<file path="config.mk">
export PLATFORM = sky130hd
export DESIGN_NAME = cu_stage_sequencer
export DESIGN_NICKNAME = d
export VERILOG_FILES = /design/src/rtl/cu_pkg.sv /design/src/rtl/cu_pc_next.sv /design/src/rtl/cu_stage_sequencer.sv
export SDC_FILE = /design/constraint.sdc
export NUM_CORES = 1
export LEC_CHECK = 0
export ABC_CLOCK_PERIOD_IN_PS = 4600
export CAP_MARGIN = 20
export CORE_UTILIZATION = 48
export CTS_CLUSTER_DIAMETER = 100
export DETAILED_ROUTE_END_ITERATION = 10
export GPL_TIMING_DRIVEN = 0
export PLACE_DENSITY_LB_ADDON = 0.05
export SLEW_MARGIN = 5
export SYNTH_ARGS = -nofsm -noshare
export SYNTH_HDL_FRONTEND = slang
export SYNTH_HIERARCHICAL = 1
export SYNTH_SLANG_ARGS = --single-unit
</file>
<file path="constraint.sdc">
create_clock -name soc_clk -period 4.6 [get_ports soc_clk]
set_clock_uncertainty 0.05 [all_clocks]
set_input_delay 0.46 -clock soc_clk [delete_from_list [all_inputs] [get_ports soc_clk]]
set_output_delay 0.46 -clock soc_clk [all_outputs]
set_load 0.02 [all_outputs]
</file>
<file path="src/rtl/cu_pkg.sv">
// Shared types and constants for the CU stage sequencer and its helpers.
package cu_pkg;

   localparam int NUM_STAGES = 5;

   localparam int IF_IDX  = 0;
   localparam int ID_IDX  = 1;
   localparam int EX_IDX  = 2;
   localparam int MEM_IDX = 3;
   localparam int WB_IDX  = 4;

   typedef enum logic [1:0] {
      ST_RAMP   = 2'd0,
      ST_RUN    = 2'd1,
      ST_DRAIN  = 2'd2,
      ST_HALTED = 2'd3
   } seq_state_e;

   typedef enum logic [1:0] {
      CAUSE_NONE     = 2'b00,
      CAUSE_HALT_REQ = 2'b01,
      CAUSE_OVERRUN  = 2'b10,
      CAUSE_MISALIGN = 2'b11
   } halt_cause_e;

   // Front end (IF, ID) gets squashed on a redirect and frozen on a stall.
   localparam logic [NUM_STAGES-1:0] FRONT_MASK =
      NUM_STAGES'((1 << IF_IDX) | (1 << ID_IDX));
   // A stall injects its bubble into EX.
   localparam logic [NUM_STAGES-1:0] EX_MASK = NUM_STAGES'(1 << EX_IDX);

endpackage

</file>
<file path="src/rtl/cu_pc_next.sv">
// Next fetch address: redirect, sequential advance or hold, plus the
// overrun and misalignment flags used to stop the pipeline.
module cu_pc_next #(
   parameter int PC_STEP  = 4,
   parameter int PC_LIMIT = 512
) (
   input  logic [31:0] pc,
   input  logic        branch_taken,
   input  logic [31:0] branch_target,
   input  logic        advance,
   output logic [31:0] next_pc,
   output logic        overrun,
   output logic        misaligned
);

   localparam logic [32:0] STEP33  = 33'(PC_STEP);
   localparam logic [32:0] LIMIT33 = 33'(PC_LIMIT);

   logic [32:0] sum;

   // The 33-bit candidate keeps the carry so a wrap past 2^32 reads as overrun.
   always_comb begin
      sum = {1'b0, pc};
      if (branch_taken) begin
         sum = {1'b0, branch_target};
      end else if (advance) begin
         sum = {1'b0, pc} + STEP33;
      end
      next_pc    = sum[31:0];
      overrun    = (sum >= LIMIT33);
      misaligned = branch_taken & (branch_target[1:0] != 2'b00);
   end

endmodule

</file>
<file path="src/rtl/cu_stage_sequencer.sv">
// Slot-level controller for the five-stage CU datapath: phase counter,
// power-on ramp, per-stage strobes, PC ownership and drain-to-halt.
module cu_stage_sequencer
   import cu_pkg::*;
#(
   parameter int PHASES   = 4,
   parameter int PC_STEP  = 4,
   parameter int PC_LIMIT = 512
) (
   input  logic                      soc_clk,
   input  logic                      poweron,
   input  logic                      hazard_stall,
   input  logic                      branch_taken,
   input  logic [31:0]               branch_target,
   input  logic                      halt_req,
   output logic [$clog2(PHASES)-1:0] phase,
   output logic [NUM_STAGES-1:0]     stage_en,
   output logic [NUM_STAGES-1:0]     stage_fire,
   output logic [NUM_STAGES-1:0]     stage_stall,
   output logic [NUM_STAGES-1:0]     stage_flush,
   output logic [31:0]               pc,
   output logic                      halted,
   output logic [1:0]                halt_cause
);

   localparam int            PW         = $clog2(PHASES);
   localparam logic [PW-1:0] LAST_PHASE = PW'(PHASES - 1);

   seq_state_e            state, state_nxt;
   halt_cause_e           cause, cause_nxt;
   logic [NUM_STAGES-1:0] en_nxt, stall_nxt, flush_nxt;
   logic [31:0]           pc_nxt, pc_cand;
   logic                  halted_nxt;
   logic                  slot_end, advance, overrun, misaligned, halt_now;

   assign slot_end   = (phase == LAST_PHASE);
   // A stalled front end refetches the same address.
   assign advance    = stage_en[IF_IDX] & ~hazard_stall;
   assign halt_now   = halt_req | overrun | misaligned;
   assign halt_cause = cause;

   cu_pc_next #(
      .PC_STEP  (PC_STEP),
      .PC_LIMIT (PC_LIMIT)
   ) u_pc_next (
      .pc            (pc),
      .branch_taken  (branch_taken),
      .branch_target (branch_target),
      .advance       (advance),
      .next_pc       (pc_cand),
      .overrun       (overrun),
      .misaligned    (misaligned)
   );

   // Free-running phase counter; only poweron restarts it.
   always_ff @(posedge soc_clk) begin
      if (!poweron) begin
         phase <= LAST_PHASE;
      end else begin
         phase <= phase + 1'b1;
      end
   end

   // State register and slot-scoped strobes; every field returns to reset.
   always_ff @(posedge soc_clk) begin
      if (!poweron) begin
         state       <= ST_RAMP;
         stage_en    <= '0;
         stage_stall <= '0;
         stage_flush <= '0;
         pc          <= '0;
         halted      <= 1'b0;
         cause       <= CAUSE_NONE;
      end else begin
         state       <= state_nxt;
         stage_en    <= en_nxt;
         stage_stall <= stall_nxt;
         stage_flush <= flush_nxt;
         pc          <= pc_nxt;
         halted      <= halted_nxt;
         cause       <= cause_nxt;
      end
   end

   // Slot-end decisions: halt beats branch beats stall beats normal advance.
   always_comb begin
      state_nxt  = state;
      en_nxt     = stage_en;
      stall_nxt  = stage_stall;
      flush_nxt  = stage_flush;
      pc_nxt     = pc;
      halted_nxt = halted;
      cause_nxt  = cause;
      if (slot_end) begin
         case (state)
            ST_RAMP, ST_RUN: begin
               stall_nxt = '0;
               flush_nxt = '0;
               if (halt_now) begin
                  // Abandon any remaining ramp and start emptying at once.
                  state_nxt = ST_DRAIN;
                  en_nxt    = {stage_en[WB_IDX-1:0], 1'b0};
                  if (halt_req) begin
                     cause_nxt = CAUSE_HALT_REQ;
                  end else if (overrun) begin
                     cause_nxt = CAUSE_OVERRUN;
                  end else begin
                     cause_nxt = CAUSE_MISALIGN;
                  end
                  if (en_nxt == '0) begin
                     state_nxt  = ST_HALTED;
                     halted_nxt = 1'b1;
                  end
               end else begin
                  pc_nxt = pc_cand;
                  if (state == ST_RAMP) begin
                     en_nxt = {stage_en[WB_IDX-1:0], 1'b1};
                     if (en_nxt == '1) begin
                        state_nxt = ST_RUN;
                     end
                  end
                  if (branch_taken) begin
                     flush_nxt = FRONT_MASK;
                  end else if (hazard_stall) begin
                     stall_nxt = FRONT_MASK;
                     flush_nxt = EX_MASK;
                  end
               end
            end
            ST_DRAIN: begin
               stall_nxt = '0;
               flush_nxt = '0;
               en_nxt    = {stage_en[WB_IDX-1:0], 1'b0};
               if (en_nxt == '0) begin
                  state_nxt  = ST_HALTED;
                  halted_nxt = 1'b1;
               end
            end
            default: begin
            end
         endcase
      end
   end

   // A live, unstalled stage commits on the last phase of its slot.
   always_comb begin
      stage_fire = '0;
      if (slot_end) begin
         stage_fire = stage_en & ~stage_stall;
      end
   end

endmodule

</file>
After elaboration in Yosys (flattened, before gate mapping):

Cells that the tools add are included.
Widths: inputs -> output; s select.

* register bits after elaboration: 54
* logic and storage cells: 63

* $lt $le $gt $ge: 1
* bitwise logic cells: 8
* eq/ne operators: 8
* add/sub/neg operators: 2
* reduce and logical (&&, ||, !) cells: 11
* multiplexer cells: 25

Operators with widths (number)
* $mux 33: 2
* $add 32x3->33 const B: 1
* $ge 33x10->1 const B: 1
* $pmux 5 s2: 3
* $mux 2: 8
* $mux 5: 3
* $reduce_and 3->1: 4
* $mux 3: 3
* $ne 3x3->1 const B: 2
* $and 5x5->5: 1
* $not 5->5: 1
* $reduce_and 5->1: 1
* $eq 2x2->1 const B: 2
* $eq 4x4->1 const B: 1
* $logic_not 4->1: 1
* $mux 1: 4
* $ne 2x2->1 const B: 2
* $pmux 2 s2: 1
* $reduce_bool 2->1: 2
* $add 2x1->2 const B: 1
* $and 1x1->1: 2
* $eq 2x1->1 const B: 1
* $logic_not 2->1: 1
* $not 1->1: 2
* other kinds (4): 5

Depth between registers and ports, before layout:

Gate-level depths: netlist of the first run.

* depth after elaboration: 9
* depth in mapped cells: 14
* mapped depth without buffers: 11

Cells and area by module:

The synthesis of the first run kept the hierarchy.

By module, submodules not included
* cu_stage_sequencer: cells an instance 221, area an instance 1958.1 um^2, instances 1
* cu_pc_next: cells an instance 190, area an instance 1169.9 um^2, instances 1

Least setup slack after synthesis of the first run:

Ideal clock, no wire load.

* path type: reg2reg
* start point: reg stage_en[0]
* end point: reg pc[20]
* stages on the path, launching flop included: 15
* slack: 744 ps
* required time: 4418 ps
* arrival: 3674 ps
* library setup time: 132 ps
* path through: dfxtp_1 nor2b_1 clkbuf_1 nand2_1 o311ai_0 nand4_1 or4_1 nor4_1 nand4b_1 or4_1 or3_1 buf_6 buf_6 o21ai_1 a21oi_1

* longest elaborated chain between the ends: 8

RTL lines
* start, declared: RTL line cu_stage_sequencer.sv:17 `output logic [NUM_STAGES-1:0] stage_en,`
* start signal, assigned: RTL line cu_stage_sequencer.sv:76 `stage_en <= en_nxt;`
* $and 1x1->1: RTL line cu_stage_sequencer.sv:38 `assign advance = stage_en[IF_IDX] & ~hazard_stall;`
* via advance: RTL line cu_stage_sequencer.sv:34 `logic slot_end, advance, overrun, misaligned, halt_now;`
* $mux 33: RTL line cu_pc_next.sv:26 `end else if (advance) begin`
* $mux 33: RTL line cu_pc_next.sv:24 `if (branch_taken) begin`
* $ge 33x10->1: RTL line cu_pc_next.sv:30 `overrun = (sum >= LIMIT33);`
* via overrun: RTL line cu_stage_sequencer.sv:34
* $or 1x1->1 (2 in a row): RTL line cu_stage_sequencer.sv:39 `assign halt_now = halt_req | overrun | misaligned;`
* $not 1->1 (no source line)
* $reduce_and 3->1 (no source line)
* end signal, assigned: RTL line cu_stage_sequencer.sv:79 `pc <= pc_nxt;`
* end, declared: RTL line cu_stage_sequencer.sv:21 `output logic [31:0] pc,`

The timed path passes the listed nets, and every way through them passes these cells.
A chain may end at the register's enable or synchronous reset.

Final worst setup path of the first run:

* start point: in hazard_stall
* end point: reg pc[2]

* longest elaborated chain between the ends: 9

RTL lines
* start, declared: RTL line cu_stage_sequencer.sv:12 `input logic hazard_stall,`
* $not 1->1: RTL line cu_stage_sequencer.sv:38
* $and 1x1->1: RTL line cu_stage_sequencer.sv:38
* via advance: RTL line cu_stage_sequencer.sv:34
* $mux 33: RTL line cu_pc_next.sv:26
* $mux 33: RTL line cu_pc_next.sv:24
* via pc_cand[11]: RTL line cu_stage_sequencer.sv:32 `logic [31:0] pc_nxt, pc_cand;`
* $ge 33x10->1: RTL line cu_pc_next.sv:30
* via overrun: RTL line cu_stage_sequencer.sv:34
* $or 1x1->1 (2 in a row): RTL line cu_stage_sequencer.sv:39
* $not 1->1 (no source line)
* $reduce_and 3->1 (no source line)

The timed path passes the listed nets, and every way through them passes these cells.

==> flow_metrics.env, run 1 <==
export IMPL_ios=94
export IMPL_synthAdderAreaFrac_pct=0.800
export IMPL_endpoint_kind="flip-flop"
export IMPL_synth_compound_area_share_pct=22.2
export IMPL_pwr_share_clk_pct=34.3
export IMPL_clockRootBuffer="clkbuf_8"
export IMPL_cts_tree="built"
export IMPL_syn_area_per_cell_um2=7.61
export IMPL_grt_pass1_wl_mm=14.3
export IMPL_slew_headroom_pct=63.4
export IMPL_first_global_vias=2994
export IMPL_dr_wl_met3_um=548
export IMPL_finalWirelength_mm=9.21
export IMPL_async_flop_share_pct=0
export IMPL_rows=29
export IMPL_gr_total_overflow=0
export IMPL_yosys_register_bits=46
export IMPL_antenna_cells=0
export IMPL_sequentialPowerShare_pct=45.4
export IMPL_cts_hold_buf=0
export IMPL_synth_flop_cell="dfxtp_1"
export IMPL_detailedPlace_worstSlack_ps=-378
export IMPL_syn_inst=411
export IMPL_cp_slowest_stage_delay_ps=710
export IMPL_cp_max_fo=10
export IMPL_finalPower_mw=0.916
export IMPL_start_kind="input pin"
export IMPL_slew_violations=0
export IMPL_worstSkewPairLatency_ps=310
export IMPL_grt_max_degree=15
export IMPL_switchingPower_mw=0.264
export IMPL_design_area_mm2=0.00425
export IMPL_synthTopCellsByArea="dfxtp_1 29%, nand3_1 7.0%, a21oi_1 6.1%, nand2_1 5.0%, o21ai_1 4.3%"
export IMPL_crit_chain="clkdlybuf4s50_1, nor2b_1, clkbuf_2, nand3_1, o31ai_1, a31oi_1, or4_1, nor4_1, nand4b_1, or4_1, or3_1, buf_6, buf_6, o21ai_1, a21oi_1"
export IMPL_start_util_pct=49.5
export IMPL_fp_dieH_um=82.7
export IMPL_wl_met2_mm=4.39
export IMPL_grt_usage_pct=27.4
export IMPL_synth_top_cell_area_share_pct=29.4
export IMPL_p_int_mw=0.652
export IMPL_layout_min_cycle_time_ps=4440
export IMPL_setup_viol=0
export IMPL_finalSetupTns_ps=0
export IMPL_viasPerCell=5.84
export IMPL_synth_edf_count=0
export IMPL_wl_per_cell_um=15.7
export IMPL_drc=0
export IMPL_num_vias=3430
export IMPL_setup_ws_ps=162
export IMPL_antenna_found_initial=0
export IMPL_cts_htree_levels=2
export IMPL_clockBufferDepth=2
export IMPL_fp_dieArea_mm2=0.00684
export IMPL_coreArea_mm2=0.00631
export IMPL_area_growth_pct=36.0
export IMPL_crit_slowest_cell="or4_1"
export IMPL_port_buffers=87
export IMPL_final_nets=548
export IMPL_highest_signal_layer="met4"
export IMPL_synth_xor_area_share_pct=6.12
export IMPL_synth_top_area_cell="dfxtp_1"
export IMPL_required_ps=4730
export IMPL_power_density_mw_per_mm2=215
export IMPL_netlist_area_mm2=0.00313
export IMPL_cts_sinks=46
export IMPL_rsz0062_at_grt="false"
export IMPL_status="finished clean"
export IMPL_hold_viol=0
export IMPL_place_area_mm2=0.00411
export IMPL_setup_worst_path_class="input pin to flip-flop"
export IMPL_drv_cap=0
export IMPL_p_comb_share_pct=20.3
export IMPL_p_leak_nw=1.46
export IMPL_swShare_pct=28.8
export IMPL_yosysWarnings=6
export IMPL_place_congestion=0.909
export IMPL_peakVddDrop_v=0.000188
export IMPL_ys_seq_area_share_pct=29.4
export IMPL_drtPass1Iterations=5
export IMPL_fillers=571
export IMPL_drt_initial_drc_count=298
export IMPL_ys_top_cells_by_count="46 x dfxtp_1, 44 x nand3_1, 42 x nand2_1"
export IMPL_synth_top_family_by_area="simple AND/OR/NAND/NOR gates"
export IMPL_hold_class="flip-flop to flip-flop"
export IMPL_die_w_um=82.7
export IMPL_synth_distinct_cells=59
export IMPL_cts_buffers=5
export IMPL_cp_arrival_ps=4570
export IMPL_fin_crit_sh_pct=96.5
export IMPL_clk_pin_slew_ps=90
export IMPL_yosysMostFrequentCell="dfxtp_1"
export IMPL_synth_mux_area_share_pct=3.40
export IMPL_drive_above_1_share_pct=11.4
export IMPL_drtAntennaViolNets=0
export IMPL_synthSimpleGateAreaFrac_pct=28.4
export IMPL_fmax_mhz=225
export IMPL_dpl_hpwl_mm=6.66
export IMPL_drt_met1_wl_mm=4.12
export IMPL_worst_slew_pin_slew_ps=549
==> flip-flops by register name, indices dropped and copies added (netlist names) <==
signal       cells
state            2
halt_cause       2
halted           1
stage_en         5
stage_flush      1
stage_stall      1
phase            2
pc              32
==> power by group through the flow <==
stage | clock (mW) | sequential (mW) | combinational [mW]
2_1_floorplan | 0 | 0.432 | 0.0990
4_1_cts | 0.314 | 0.416 | 0.184
5_1_grt | 0.330 | 0.417 | 0.201
3_3_place_gp | 0 | 0.425 | 0.183
3_5_place_dp | 0 | 0.425 | 0.183
6_report | 0.314 | 0.416 | 0.186
==> per-layer routing <==
layer / up-vias / global-route usage (%)
met2: 132 / 45.4
met1: 1595 / 35.6
met5: - / 0
met3: 12 / 4.29
met4: 0 / 10.2
li1: 1691 / -
==> worst max-delay path, delay by kind of cell <==
family,cells,cell delay [ps]
AOI/OAI and AO/OA,4,770
buffers and inverters,4,920
and+or+nand+nor,7,2410
==> repair_timing <==
action	in CTS	in global routing
resized for setup	1	8
endpoints found under the setup margin	31	40
endpoints found under the hold margin	0	0
setup buffers	0	0
cloned	0	0
==> final timing paths <==
path / startpoint / endpoint / slack, ps / cells after the start
worst max-delay path: hazard_stall / pc[2]$_SDFFE_PN0P_ / 160 / 15
worst min-delay path: phase[0]$_SDFF_PN1_ / phase[0]$_SDFF_PN1_ / 360 / 1
worst max register to register: stage_en[0]$_SDFFE_PN0P_ / pc[2]$_SDFFE_PN0P_ / 260 / 14
worst min register to register: phase[0]$_SDFF_PN1_ / phase[0]$_SDFF_PN1_ / 360 / 1
==> cells in the final DEF, fill, tap and decap left out, drive strengths merged, types with 3 or more instances in the layout <==
cell and count:
o21ai 53, mux2i 5, nand2 42, nor3 9, dfxtp 46, xnor2 14
nand4 12, nand3 44, xor2 7, nor2b 4, nor4 10, mux2 5
a21oi 39, o21a 4, or4 7, nor2 12, buf 23, or3 4
and2 4, a31oi 3, inv 11, nand2b 3, clkbuf 22, clkdlybuf4s50 87
conb 5
==> through the flow <==
stage          utilization (%)  std cells  hold WS [ps]
2_1_floorplan                -        415           417
3_3_place_gp              65.1        579           334
3_5_place_dp              65.1        579           340
4_1_cts                   66.9        587           362
5_1_grt                   67.4        587           371
6_report                  67.4        587           358
==> final cells by class <==
cell class	instances	area (µm²)	share of cell area, %
repair buffers	87	871	20.5
multi-input cells	319	1960	46.0
plain buffers	39	256	6.03
flip-flops and latches	46	921	21.7
inverters	11	41.3	0.971
well taps	77	96.3	2.27
clock inverters	2	37.5	0.883
clock buffers	6	72.6	1.71
==> cell families (layout without fill, tap and decap cells) <==
logic type	count (synthesis)	after routing
other	1	5
adders and majority gates	2	2
DFF	46	46
muxes	10	10
AOI/OAI and AO/OA	117	117
xor gates and xnor gates	21	21
and+or+nand+nor	164	164
buffers and inverters	50	145
Power figures use the tool's default switching activity.
==> inputs of run 2 (changes only) <==
--- a/config.mk
+++ b/config.mk
@@ -6,8 +6,9 @@
 export NUM_CORES = 1
 export LEC_CHECK = 0
 export ABC_CLOCK_PERIOD_IN_PS = 4600
-export CAP_MARGIN = 20
-export CORE_UTILIZATION = 48
+export CELL_PAD_IN_SITES_DETAIL_PLACEMENT = 1
+export CELL_PAD_IN_SITES_GLOBAL_PLACEMENT = 1
+export CORE_UTILIZATION = 34
 export CTS_CLUSTER_DIAMETER = 100
 export DETAILED_ROUTE_END_ITERATION = 10
 export GPL_TIMING_DRIVEN = 0
==> flow_metrics.env, run 2 (same netlist as run 1, synthesis figures left out) <==
export IMPL_drive_above_1_share_pct=11.8
export IMPL_p_leak_nw=1.45
export IMPL_biggestRegsByFlops="pc: 32 flops, stage_en: 5 flops"
export IMPL_cts_htree_levels=2
export IMPL_clk_pin_slew_ps=100
export IMPL_grt_use_met1_pct=30.5
export IMPL_grt_usage_pct=23.3
export IMPL_dpl_hpwl_mm=8.14
export IMPL_required_ps=4740
export IMPL_regMostFlops="pc"
export IMPL_first_global_vias=3519
export IMPL_ios=94
export IMPL_setup_viol=0
export IMPL_num_vias=3412
export IMPL_layout_commonest_cell="clkdlybuf4s50_1"
export IMPL_fp_dieH_um=97.9
export IMPL_finalHoldWorstSlack_ps=358
export IMPL_layout_min_cycle_time_ps=4330
export IMPL_fin_crit_sh_pct=94.1
export IMPL_ctsResizeCount=1
export IMPL_power_density_mw_per_mm2=206
export IMPL_clockBufferDepth=2
export IMPL_holdPathStages=1
export IMPL_drc=4
export IMPL_peakVddDrop_v=0.000160
export IMPL_worst_slew_pin_slew_ps=619
export IMPL_status="finished, violations left"
export IMPL_antenna_found_initial=0
export IMPL_fmax_mhz=231
export IMPL_drv_cap=0
export IMPL_grt_max_degree=17
export IMPL_drt_initial_drc_count=147
export IMPL_cts_setup_buffers=0
export IMPL_cp_arrival_ps=4470
export IMPL_use_met2_pct=40.6
export IMPL_coreArea_mm2=0.00881
export IMPL_dp_cells=610
export IMPL_start_kind="input pin"
export IMPL_failed_checks="DRC"
export IMPL_endpoint_kind="flip-flop"
export IMPL_clockRootBuffer="clkbuf_8"
export IMPL_wl_per_cell_um=17.6
export IMPL_grt_pass1_wl_mm=17.9
export IMPL_largest_reg_flops=32
export IMPL_fp_dieArea_mm2=0.00959
export IMPL_hold_viol=0
export IMPL_die_w_um=97.9
export IMPL_use_met3_pct=2.58
export IMPL_place_congestion=0.825
export IMPL_area_growth_pct=36.9
export IMPL_slew_headroom_pct=58.7
export IMPL_cts_tree="built"
export IMPL_viasPerCell=5.52
export IMPL_hold_class="flip-flop to flip-flop"
export IMPL_start_util_pct=35.5
export IMPL_cts_sinks=46
export IMPL_reg2reg_depth=14
export IMPL_slew_violations=0
export IMPL_top_usage_layer="met2"
export IMPL_fillers=1110
export IMPL_cp_max_fo=10
export IMPL_gr_total_overflow=0
export IMPL_worstSkewPairLatency_ps=320
export IMPL_antenna_cells=0
export IMPL_rsz0062_at_grt="false"
export IMPL_setup_worst_path_class="input pin to flip-flop"
export IMPL_port_buffers=87
export IMPL_cts_hold_buf=0
export IMPL_finalWirelength_mm=10.9
export IMPL_drtPass1Iterations=7
export IMPL_rows=34
export IMPL_mostFrequentLayoutCells="87 x clkdlybuf4s50_1, 46 x dfxtp_1, 44 x nand3_1"
export IMPL_cts_buffers=5
export IMPL_fin_cells=618
export IMPL_final_nets=548
export IMPL_finalSetupTns_ps=0
export IMPL_drtAntennaViolNets=0
## run 2: final timing paths
kind / end / slack (ps) / from
min: phase[0]$_SDFF_PN1_ / 360 / phase[0]$_SDFF_PN1_
max reg2reg: pc[23]$_SDFFE_PN0P_ / 340 / stage_en[0]$_SDFFE_PN0P_
min reg2reg: phase[0]$_SDFF_PN1_ / 360 / phase[0]$_SDFF_PN1_
max: pc[23]$_SDFFE_PN0P_ / 270 / hazard_stall
## run 2: worst max-delay path, stage by stage
cell	delay (ps)
clkdlybuf4s50_1	420
nor2b_1	120
clkbuf_2	200
nand3_1	220
o31ai_1	300
a31oi_1	150
or4_1	530
nor4_1	310
nand4b_1	140
or4_1	700
or3_1	380
buf_6	150
buf_6	150
o21ai_1	140
a21oi_1	90
## run 2: cell type report
cell class	count	area (µm²)	share of cell area [%]
well taps	108	135	3.16
inverters	11	41.3	0.964
plain buffers	39	256	5.99
clock buffers	5	68.8	1.61
flip-flops and latches	46	921	21.5
clock inverters	3	23.8	0.555
repair buffers	87	871	20.3
multi-input cells	319	1960	45.9
## run 2: where the power goes
part	switching, mW	leakage [nW]	internal [mW]	total [mW]
clock network	0.164	0.0408	0.109	0.273
logic	0.109	1.03	0.0824	0.191
registers	0.00928	0.373	0.407	0.416
## run 2: stage by stage
step                worst slack (ps)  total power [mW]  area, µm²  util, %
floorplan                        744             0.531       3140        -
global placement                -383             0.612       4150     47.1
detailed placement              -466             0.616       4150     47.1
CTS                             20.6             0.886       4250     48.2
global route                     114             0.920       4280     48.6
finish                           272             0.880       4280     48.6
## run 2: routing by layer
metal | vias to the layer above | share of wire, % | routed length, µm
met5 | - | 0 | 0
met4 | 0 | 0.85 | 92
met3 | 7 | 3.6 | 387
met2 | 74 | 49 | 5350
met1 | 1651 | 46 | 5030
li1 | 1680 | - | -
==> edit 1 (config.mk and constraints of run 2) <==
`PC_LIMIT` is set to 512 in 2 places; all go to 384.
--- a/src/rtl/cu_pc_next.sv
+++ b/src/rtl/cu_pc_next.sv
@@ -2,7 +2,7 @@
 // overrun and misalignment flags used to stop the pipeline.
 module cu_pc_next #(
    parameter int PC_STEP  = 4,
-   parameter int PC_LIMIT = 512
+   parameter int PC_LIMIT = 384
 ) (
    input  logic [31:0] pc,
    input  logic        branch_taken,
--- a/src/rtl/cu_stage_sequencer.sv
+++ b/src/rtl/cu_stage_sequencer.sv
@@ -5,7 +5,7 @@
 #(
    parameter int PHASES   = 4,
    parameter int PC_STEP  = 4,
-   parameter int PC_LIMIT = 512
+   parameter int PC_LIMIT = 384
 ) (
    input  logic                      soc_clk,
    input  logic                      poweron,
Behaviour: not the same (a bounded check fails within 4 cycles, from zero or initial values).
==> edit 1 against run 2 <==
Cell area increased by 2.9%; sequential share of layout area decreased by 0.60 points; non-clock buffer count increased by 4; total power decreased by 0.42%; wire length increased by 9.0%; largest cell class unchanged; clock power decreased by 6%; combinational power increased by 7%; area after synthesis increased by 4.1%; setup slack got worse by 0.057 ns; sequential cell count unchanged; register-to-register slack got worse by 0.04 ns.
==> edit 1: results (changes against run 2) <==
status=finished, final reports clean (was complete, but fails checks); post-cts gate resize count=0 (was 1); non-clock buffer area fraction after layout=25.76% (was 26.33%); post-synthesis sequential area ratio=28.28% (was 29.44%); most common library cells after synthesis=a21oi_1, dfxtp_1, nand3_1 (was dfxtp_1, nand3_1, nand2_1); mux contribution to synthesized area=3.265% (was 3.400%); Post-Synth Adder-Cell Area=0.7683% (was 0.8000%); Pre-Repair DR Iteration Count=4 (was 7); Multi-In Gates=336 (was 319); Non-clock buffers=130 (was 126); Post-Synth XOR/XNOR Area=5.647% (was 6.120%); CP max FO=9 (was 10); Final nets=571 (was 548); Synth Area in Compound Gates=22.70% (was 22.20%); final wirelength=11840 um (was 10860 um); worst skew pair latency=0.30 ns (was 0.32 ns); area of placed instances=4304 um^2 (was 4149 um^2); met3 usage=3.203% (was 2.577%); synthesized area=3257 um^2 (was 3128 um^2); Final clock-cell share=1.960% (was 2.162%); GR Util met1=31.61% (was 30.54%); GPL Wtd Cong=0.8795 (was 0.8252); GR Util All Layers=23.75% (was 23.28%); clkbuf count=6 (was 5); Worst EP arrival=4.54 ns (was 4.47 ns); slowest CP cell=nor4_1 (was or4_1)
-- edit 1: cell count changes in the layout (fill, tap and decap cells not counted), moves of 4 or more --
cell / run 2 / this run
xor2_1: 7 / 11
nand2_1: 41 / 31
o21ai_0: 23 / 15
a21oi_1: 38 / 52
nor2_1: 12 / 18
nor3_1: 8 / 14
-- edit 1: stage by stage --
| step | TNS, ns | utilization (%) | instances | power [uW] | hold WS (ns) |
|---|---|---|---|---|---|
| 3_3_place_gp | -3.919 | 46.58 | 654 | 624.2 | 0.3358 |
| 5_1_grt | 0 | 47.68 | 662 | 920.6 | 0.3696 |
| 6_report | 0 | 47.68 | 662 | 876.7 | 0.3639 |
| 3_5_place_dp | -3.314 | 46.58 | 654 | 626.8 | 0.3457 |
| 2_1_floorplan | 0 | - | 438 | 536.7 | 0.4175 |
| 4_1_cts | 0 | 47.52 | 662 | 886.1 | 0.3686 |
==> edit 2 (flow settings as in run 2) <==
Made on the original files. Encoding of `seq_state_e`: now Gray code (2 bits for 4 states).
--- a/src/rtl/cu_pkg.sv
+++ b/src/rtl/cu_pkg.sv
@@ -10,10 +10,10 @@
    localparam int WB_IDX  = 4;
 
    typedef enum logic [1:0] {
-      ST_RAMP   = 2'd0,
-      ST_RUN    = 2'd1,
-      ST_DRAIN  = 2'd2,
-      ST_HALTED = 2'd3
+      ST_RAMP   = 2'b00,
+      ST_RUN    = 2'b01,
+      ST_DRAIN  = 2'b11,
+      ST_HALTED = 2'b10
    } seq_state_e;
 
    typedef enum logic [1:0] {
Check against the original RTL: same outputs for any inputs over 10 cycles, from zero or initial values; not proved beyond that.
==> edit 2 against run 2 <==
The run still ends with design-rule violations left; die area increased by 0.43%; sequential cell count unchanged; area after synthesis increased by 0.44%; cell count increased by 0.16%; wire length increased by 4.0%; cell area increased by 0.58%; critical endpoint is now pc[7]; setup slack improved by 0.055 ns; maximum frequency increased by 1.3%; total power increased by 2.0%; global-route usage increased by 0.37 points.
==> edit 2: results (changes against run 2) <==
NetSw=257.6 uW (was 281.8 uW); GR Util All Layers=23.65% (was 23.28%); Fmax=234.1 MHz (was 231.1 MHz); crit path to=pc[7] (was pc[23]); violated checks=design-rule violations (unchanged); final routed DRC violation total=7 (was 4); wire length of the first global-routing pass=18100 um (was 17890 um); routed wl met2=5461 um (was 5347 um); hold path cells=1 (unchanged); Least-Margin Pin Slew=0.6018 ns (was 0.6191 ns); DR WL met3=407 um (was 387 um); GPL Wtd Cong=0.8273 (was 0.8252); clk slew on worst S/H paths=0.09 ns; violation count after the first detailed-routing iteration=108 (was 147); Clk. pwr=315 uW (was 273 uW); post-synthesis sequential area ratio=29.31% (was 29.44%); slowest stage delay, CP=0.66 ns (was 0.70 ns); GR Util met1=31.18% (was 30.54%); DP Worst Slack=-0.3853 ns (was -0.4660 ns); capturing point of the worst reg2reg path=pc[7] (was pc[23]); r2r setup slk=0.39 ns (was 0.34 ns); M1 wire length=5345 um (was 5034 um); vias in the first global route=3538 (was 3519); Filler cells=1126 (was 1110); Seq power=411 uW (was 416 uW); Final nets=549 (was 548); met2 Usage GRT=41.33% (was 40.57%); detailed placement HPWL=8511 um (was 8138 um); VDD IR max=0.1040 mV (was 0.1600 mV); top post-synthesis cells by area=dfxtp_1, nand3_1, a21boi_1 (was dfxtp_1, nand3_1, a21oi_1); largest net degree at the start of global routing=15 (was 17); most common library cells after synthesis=dfxtp_1, nand3_1, nand2_1 (unchanged); P_leak=0.001450 uW (was 0.001447 uW); status=complete, but fails checks (unchanged); ratio of cells with drive above 1 in the final layout=9.785% (was 11.76%); PortBufs=88 (was 87); initial antenna violation count=0 (unchanged); Yosys cell types=55 (was 59); final wirelength=11290 um (was 10860 um); CTS Buffer Depth=2 (unchanged)
==> edit 2: changes by cell type after synthesis, moves of 3 or more <==
cell      delta
buf_6        -3
a21boi_1    +22
o21ai_0      +5
buf_4        +3
a21oi_1     -26
==> edit 2: kinds of logic after synthesis <==
kind of cell / share of synthesized area [%]
AOI/OAI and AO/OA: 23.58
muxes: 3.385
other: 0.1194
and+or+nand+nor: 27.72
DFF: 29.31
adders and majority gates: 0.7964
buffers and inverters: 9.000
xor gates and xnor gates: 6.093
==> edit 2: worst register-to-register path, delay by kind of cell (launching register included) <==
kind	cells	cell delay, ns
buffers and inverters	3	0.65
AND/OR/NAND/NOR	7	1.90
AO/OA/AOI/OAI	4	1.08
flip-flops	1	0.46
==> edit 2: area by class of cell <==
class                           instances  area [um^2]  area share, %
Sequential cell                        46        920.9          21.38
Inverter                               13        48.80          1.133
Timing Repair Buffer                   88        880.8          20.45
Clock buffer                            6        72.57          1.685
Multi-Input combinational cell        318         1976          45.87
Buffer                                 38        235.2          5.462
Clock inverter                          2        37.54         0.8716
Tap cell                              108        135.1          3.138
==> edit 2: stage by stage <==
| step | hold slack [ns] | setup TNS, ns | total power (uW) | cell area (um^2) | instances |
|---|---|---|---|---|---|
| 3_3_place_gp | 0.3343 | -10.20 | 588.2 | 4173 | 611 |
| 2_1_floorplan | 0.4183 | 0 | 511.1 | 3157 | 415 |
| 6_report | 0.3567 | 0 | 897.7 | 4307 | 619 |
| 4_1_cts | 0.3615 | 0 | 904.4 | 4289 | 619 |
| 5_1_grt | 0.3766 | 0 | 935.2 | 4307 | 619 |
| 3_5_place_dp | 0.3401 | -12.37 | 591.9 | 4173 | 611 |
==> edit 2: timing repair <==
action,in CTS,in global routing
cloned,0,0
endpoints found under the setup margin,30,37
gates resized for setup,1,6
